`src/rtl/id_pkg.sv`:
```
// Shared decode-stage definitions: immediate format codes and instruction field positions.
package id_pkg;

  typedef enum logic [2:0] {
    IMM_I = 3'd0,
    IMM_S = 3'd1,
    IMM_B = 3'd2,
    IMM_U = 3'd3,
    IMM_J = 3'd4,
    IMM_R = 3'd5
  } imm_sel_e;

  localparam int unsigned RdLsb  = 7;
  localparam int unsigned Rs1Lsb = 15;
  localparam int unsigned Rs2Lsb = 20;

endpackage

```
`src/rtl/id_regfile.sv`:
```
// Register file: two asynchronous read ports with write-through bypass, one synchronous write
// port, x0 hardwired to zero.
module id_regfile #(
  parameter  int unsigned XLEN  = 32,
  parameter  int unsigned NREGS = 32,
  localparam int unsigned AW    = $clog2(NREGS)
) (
  input  logic            clk_i,
  input  logic            rst_ni,
  input  logic [AW-1:0]   raddr1_i,
  input  logic [AW-1:0]   raddr2_i,
  output logic [XLEN-1:0] rdata1_o,
  output logic [XLEN-1:0] rdata2_o,
  input  logic            we_i,
  input  logic [AW-1:0]   waddr_i,
  input  logic [XLEN-1:0] wdata_i
);

  logic [XLEN-1:0] mem_q [NREGS];
  logic [XLEN-1:0] mem_d [NREGS];
  logic            wr_en;

  assign wr_en = we_i && (waddr_i != '0) && (int'(waddr_i) < int'(NREGS));

  function automatic logic [XLEN-1:0] read_port(input logic [AW-1:0] addr);
    if (addr == '0 || int'(addr) >= int'(NREGS)) begin
      return '0;
    end else if (wr_en && waddr_i == addr) begin
      return wdata_i;
    end else begin
      return mem_q[addr];
    end
  endfunction

  always_comb begin
    mem_d = mem_q;
    if (wr_en) begin
      mem_d[waddr_i] = wdata_i;
    end
  end

  always_comb begin
    rdata1_o = read_port(raddr1_i);
    rdata2_o = read_port(raddr2_i);
  end

  always_ff @(posedge clk_i or negedge rst_ni) begin
    if (!rst_ni) begin
      for (int i = 0; i < int'(NREGS); i++) begin
        mem_q[i] <= '0;
      end
    end else begin
      mem_q <= mem_d;
    end
  end

endmodule

```
`src/rtl/id_stage_pipe.sv`:
```
// Decode stage: operand read, immediate generation, load-use hazard detection and the ID/EX
// pipeline register with flush > ex_stall > hazard > advance priority.
module id_stage_pipe
  import id_pkg::*;
#(
  parameter  int unsigned XLEN  = 32,
  parameter  int unsigned NREGS = 32,
  localparam int unsigned AW    = $clog2(NREGS)
) (
  input  logic            clk,
  input  logic            rst,
  input  logic            id_valid,
  input  logic [31:0]     id_inst,
  input  logic [XLEN-1:0] id_pc,
  input  logic [2:0]      imm_sel,
  input  logic            id_is_load,
  input  logic            wb_regwen,
  input  logic [AW-1:0]   wb_addrd,
  input  logic [XLEN-1:0] wb_datad,
  input  logic            ex_stall,
  input  logic            flush,
  output logic            id_stall,
  output logic            ex_valid,
  output logic [XLEN-1:0] ex_pc,
  output logic [XLEN-1:0] ex_data_a,
  output logic [XLEN-1:0] ex_data_b,
  output logic [XLEN-1:0] ex_imm,
  output logic [AW-1:0]   ex_rs1,
  output logic [AW-1:0]   ex_rs2,
  output logic [AW-1:0]   ex_rd,
  output logic            ex_is_load
);

  logic [AW-1:0]   rs1, rs2, rd;
  logic [XLEN-1:0] rdata1, rdata2, imm;
  logic            use_rs1, use_rs2, hazard;
  logic            unused_inst;

  logic            ex_valid_q, ex_valid_d, ex_is_load_q, ex_is_load_d;
  logic [XLEN-1:0] ex_pc_q, ex_pc_d, ex_data_a_q, ex_data_a_d;
  logic [XLEN-1:0] ex_data_b_q, ex_data_b_d, ex_imm_q, ex_imm_d;
  logic [AW-1:0]   ex_rs1_q, ex_rs1_d, ex_rs2_q, ex_rs2_d, ex_rd_q, ex_rd_d;

  assign rs1 = id_inst[Rs1Lsb +: AW];
  assign rs2 = id_inst[Rs2Lsb +: AW];
  assign rd  = id_inst[RdLsb +: AW];
  assign unused_inst = ^{id_inst[6:0], id_inst[14:12]};

  id_regfile #(
    .XLEN  (XLEN),
    .NREGS (NREGS)
  ) u_regfile (
    .clk_i    (clk),
    .rst_ni   (rst),
    .raddr1_i (rs1),
    .raddr2_i (rs2),
    .rdata1_o (rdata1),
    .rdata2_o (rdata2),
    .we_i     (wb_regwen),
    .waddr_i  (wb_addrd),
    .wdata_i  (wb_datad)
  );

  always_comb begin
    imm     = '0;
    use_rs1 = 1'b0;
    use_rs2 = 1'b0;
    case (imm_sel)
      IMM_I: begin
        imm     = {{(XLEN-12){id_inst[31]}}, id_inst[31:20]};
        use_rs1 = 1'b1;
      end
      IMM_S: begin
        imm     = {{(XLEN-12){id_inst[31]}}, id_inst[31:25], id_inst[11:7]};
        use_rs1 = 1'b1;
        use_rs2 = 1'b1;
      end
      IMM_B: begin
        imm     = {{(XLEN-12){id_inst[31]}}, id_inst[7], id_inst[30:25], id_inst[11:8], 1'b0};
        use_rs1 = 1'b1;
        use_rs2 = 1'b1;
      end
      IMM_U: imm = {{(XLEN-31){id_inst[31]}}, id_inst[30:12], 12'b0};
      IMM_J: imm = {{(XLEN-20){id_inst[31]}}, id_inst[19:12], id_inst[20], id_inst[30:21], 1'b0};
      // R-type has no immediate but reads both sources
      IMM_R: begin
        use_rs1 = 1'b1;
        use_rs2 = 1'b1;
      end
      default: ;
    endcase
  end

  assign hazard = ex_valid_q && ex_is_load_q && (ex_rd_q != '0) && id_valid &&
                  ((use_rs1 && rs1 == ex_rd_q) || (use_rs2 && rs2 == ex_rd_q));

  always_comb begin
    ex_valid_d   = ex_valid_q;
    ex_pc_d      = ex_pc_q;
    ex_data_a_d  = ex_data_a_q;
    ex_data_b_d  = ex_data_b_q;
    ex_imm_d     = ex_imm_q;
    ex_rs1_d     = ex_rs1_q;
    ex_rs2_d     = ex_rs2_q;
    ex_rd_d      = ex_rd_q;
    ex_is_load_d = ex_is_load_q;
    id_stall     = 1'b0;
    if (flush) begin
      ex_valid_d = 1'b0;
    end else if (ex_stall) begin
      id_stall = 1'b1;
    end else if (hazard) begin
      ex_valid_d = 1'b0;
      id_stall   = 1'b1;
    end else begin
      ex_valid_d   = id_valid;
      ex_pc_d      = id_pc;
      ex_data_a_d  = rdata1;
      ex_data_b_d  = rdata2;
      ex_imm_d     = imm;
      ex_rs1_d     = rs1;
      ex_rs2_d     = rs2;
      ex_rd_d      = rd;
      ex_is_load_d = id_is_load;
    end
  end

  always_ff @(posedge clk or negedge rst) begin
    if (!rst) begin
      ex_valid_q   <= 1'b0;
      ex_pc_q      <= '0;
      ex_data_a_q  <= '0;
      ex_data_b_q  <= '0;
      ex_imm_q     <= '0;
      ex_rs1_q     <= '0;
      ex_rs2_q     <= '0;
      ex_rd_q      <= '0;
      ex_is_load_q <= 1'b0;
    end else begin
      ex_valid_q   <= ex_valid_d;
      ex_pc_q      <= ex_pc_d;
      ex_data_a_q  <= ex_data_a_d;
      ex_data_b_q  <= ex_data_b_d;
      ex_imm_q     <= ex_imm_d;
      ex_rs1_q     <= ex_rs1_d;
      ex_rs2_q     <= ex_rs2_d;
      ex_rd_q      <= ex_rd_d;
      ex_is_load_q <= ex_is_load_d;
    end
  end

  assign ex_valid   = ex_valid_q;
  assign ex_pc      = ex_pc_q;
  assign ex_data_a  = ex_data_a_q;
  assign ex_data_b  = ex_data_b_q;
  assign ex_imm     = ex_imm_q;
  assign ex_rs1     = ex_rs1_q;
  assign ex_rs2     = ex_rs2_q;
  assign ex_rd      = ex_rd_q;
  assign ex_is_load = ex_is_load_q;

endmodule

```
`config.mk`:
```
export PLATFORM = sky130hd
export DESIGN_NAME = id_stage_pipe
export DESIGN_NICKNAME = d
export VERILOG_FILES = /design/src/rtl/id_pkg.sv /design/src/rtl/id_regfile.sv /design/src/rtl/id_stage_pipe.sv
export SDC_FILE = /design/constraint.sdc
export NUM_CORES = 2
export LEC_CHECK = 0
export BUFFER_PORTS_ARGS = -buffer_cell sky130_fd_sc_hd__clkbuf_2
export CAP_MARGIN = 20
export CORE_MARGIN = 2
export CORE_UTILIZATION = 50
export DETAILED_ROUTE_END_ITERATION = 7
export GPL_TIMING_DRIVEN = 0
export PLACE_DENSITY = 0.76
export SKIP_CTS_REPAIR_TIMING = 1
export SKIP_LAST_GASP = 1
export SLEW_MARGIN = 25
export SYNTH_ARGS = -nofsm -noshare
export SYNTH_HDL_FRONTEND = slang
export SYNTH_SLANG_ARGS = --single-unit
```
`constraint.sdc`:
```
create_clock -name clk -period 3.05 [get_ports clk]
set_clock_uncertainty 0.2 [all_clocks]
set_input_delay 0.305 -clock clk [delete_from_list [all_inputs] [get_ports clk]]
set_output_delay 0.305 -clock clk [all_outputs]
set_load 0.03 [all_outputs]
```
==> flow_summary.ini <==
[run_status]
status = complete, but fails checks
violations = DRC, setup timing

[clock_tree]
cts.clk_slew.worst_paths_ns = 0.06
htreeDepth = 4
cts_made_buffers = 131
cts_tree = done
clock_latency_ns = 0.78
root_buffer = clkbuf_16
cts_sinks = 1169
cts_buffer_depth = 3

[cells_and_area]
drive_gt1_share_pct = 31.9
areaGrowthSynthToFinish_pct = 15.9
stdcell_area_um2 = 69600
utilization_pct = 58.2
layoutNonFillerInstCount = 7034
nets = 5413

[synthesis]
ys_top_cells_by_count = dfrtp_1 (1169), mux2_2 (638), nand2_1 (555)
netlist_instances = 4821
synthArstFlopShare_pct = 100
ys_seq_area_share_pct = 48.8
synth_edf_count = 0
ys_seq_elements = 1169
yosysUniqueCellTypes = 47
synth_top_area_share_pct = 48.8
yosys.area.top_type = dfrtp_1
syn_nets = 4932
yosys_warnings = 0
netlist_area_um2 = 60000
synth.avg_cell_area_um2 = 12.4
synthFlopType = dfrtp_1
ys_top_cells_by_area = dfrtp_1 (49%), mux4_2 (14%), mux2_2 (12%), mux2i_1 (7.7%), o21ai_0 (4.0%)
synth.most_common_cell = dfrtp_1

[job]
cap_violations = 0

[die]
num_io_pins = 257
core_region_area_um2 = 119000
dieArea_um2 = 123000
die_h_um = 350
initial_utilization_pct = 50.2
dieWidth_um = 350
row_count = 127

[routing]
vias_per_cell = 7.06
drc_errors = 2
ant_nets = 0
drt_iter0_markers = 7870
wl_per_cell_um = 37.7
dr_total_vias = 49600
finalWirelength_um = 265000
dr.pass1.iters = 8

[global_route]
grt_antenna_before_repair = 35
gr-total-overflow = 0
track_usage_pct = 42.5
grt_max_degree = 90
grt_pass1_vias = 47800
grt_pass1_wl_um = 362000

[sta]
setup_violations = 33
fin_tns_setup_ns = -2.56
drv_slew = 0
fin_ws_ns = -0.249
tightest_slew_ns = 1.28
rsz0062_at_grt = yes
maxSlewHeadroom_pct = 14.6
min_period_ns = 3.30
hold_viol = 0
timing.fmax_mhz = 303
post-route-period-util_pct = 108
whs_ns = 0.119

[critical_path]
critPathSlowestCell = clkbuf_1
path_common_cell = buf_2
worstPathArrival_ns = 3.73
cp_max_fo = 10
crit_type = in2reg
crit_family = buffers and inverters
end_kind = register
path_cells = buf_2 -> buf_2 -> nor2_2 -> clkbuf_1 -> a22oi_1 -> a21oi_1 -> a211oi_1 -> nand3_1 -> a221oi_1
cp_num_buf_inv = 3
required_ns = 3.48
max_stage_delay_ns = 1.00
cp-start-kind = input pin

[power]
p_leak_nw = 31.0
peakVddDrop_mv = 0.469
powerDensity_nw_per_um2 = 696

[placed_design]
routabilityCongestion = 1.10
dp_hpwl_um = 193000
dp.cells = 6692
place_area_um2 = 63800
io_buffers = 238

[hold_path]
worstHoldPathType = in2reg
-- metal layers --
metal	share of wire [%]	global-route usage, %
met1	33	50.6
met2	41	58.1
met3	17	22.5
met4	8.9	31.2
met5	0.26	1.88
-- tightest hold or removal path: cells and delay by family --
family,cells,cell delay (ns)
multiplexers,1,0.13
buffers and inverters,2,0.61
-- final cells by class --
class | instances | area, µm²
Tap cell | 1612 | 2020
Clock inverter | 33 | 437
Multi-Input combinational cell | 3104 | 28700
Fill cell | 9596 | 49900
Clock buffer | 201 | 4010
Sequential cell | 1169 | 29300
Timing Repair Buffer | 350 | 2620
Antenna cell | 19 | 47.5
Inverter | 32 | 120
Buffer | 514 | 2380
-- logic make-up (layout without fill, tap and decap cells) --
logic type | after synthesis | in the layout | share of synthesized area (%)
buf+inv | 548 | 1130 | 3.98
flops | 1169 | 1169 | 48.8
mux | 1464 | 1464 | 33.4
simple gates | 736 | 736 | 5.00
other cells | 0 | 19 | 0
xor+xnor | 21 | 21 | 0.307
compound gates | 883 | 883 | 8.58
-- registers in the layout (all words and copies together) (netlist names) --
signal	count
ex_imm	32
ex_rs2	5
ex_data_b	32
ex_valid	1
ex_is_load	1
ex_data_a	32
ex_pc	32
ex_rs1	5
ex_rd	5
u_regfile.mem_q	1024
-- through the flow --
| stage | setup WS (ns) | total power, W |
|---|---|---|
| 2_1_floorplan | 0.604 | 0.0268 |
| 3_3_place_gp | -27.17 | 0.0305 |
| 3_5_place_dp | -1.46 | 0.0310 |
| 4_1_cts | -0.968 | 0.0473 |
| 5_1_grt | -0.0929 | 0.0496 |
| 6_report | -0.249 | 0.0484 |
-- final timing paths --
| kind | startpoint | to | slack, ns | cells past startpoint |
|---|---|---|---|---|
| worst min-delay path | id_pc[21] | ex_pc[21] | 0.12 | 3 |
| worst min register to register | ex_imm[29] | ex_imm[29] | 0.29 | 2 |
| max in group asynchronous | rst | u_regfile.mem_q[1013] | 0.49 | 7 |
| worst max-delay path | id_inst[22] | ex_data_b[13] | -0.25 | 9 |
| min in group asynchronous | rst | ex_imm[14] | 0.49 | 4 |
| worst max register to register | ex_is_load | ex_data_a[16] | -0.12 | 6 |
-- report_power, final --
part	switching (W)	internal, W	total [W]
combinational	0.00626	0.00476	0.0110
sequential	0.00236	0.0184	0.0207
clock	0.00676	0.00989	0.0167
total	0.0154	0.0330	0.0484
-- placed cells by master, fill, tap and decap left out, types with 10 or more instances in the layout --
master and n:
inv_1 32, nor3_1 25, clkbuf_4 16, buf_1 12, clkinv_2 17, o31ai_1 28
clkbuf_16 139, a22oi_1 93, o221ai_1 21, nand3_1 41, clkbuf_2 288, mux2_2 638
dlygate4sd3_1 91, nor2_1 53, clkbuf_8 31, a21oi_1 97, bufinv_16 10, nand2_1 552
diode_2 19, mux4_2 366, clkbuf_1 328, o21ai_0 476, buf_6 16, dfrtp_1 1168
xnor2_1 14, o22ai_1 96, buf_16 17, buf_2 94, a211oi_1 45, buf_4 33
mux2i_2 13, mux2i_1 445
(Power assumes the default switching activity.)
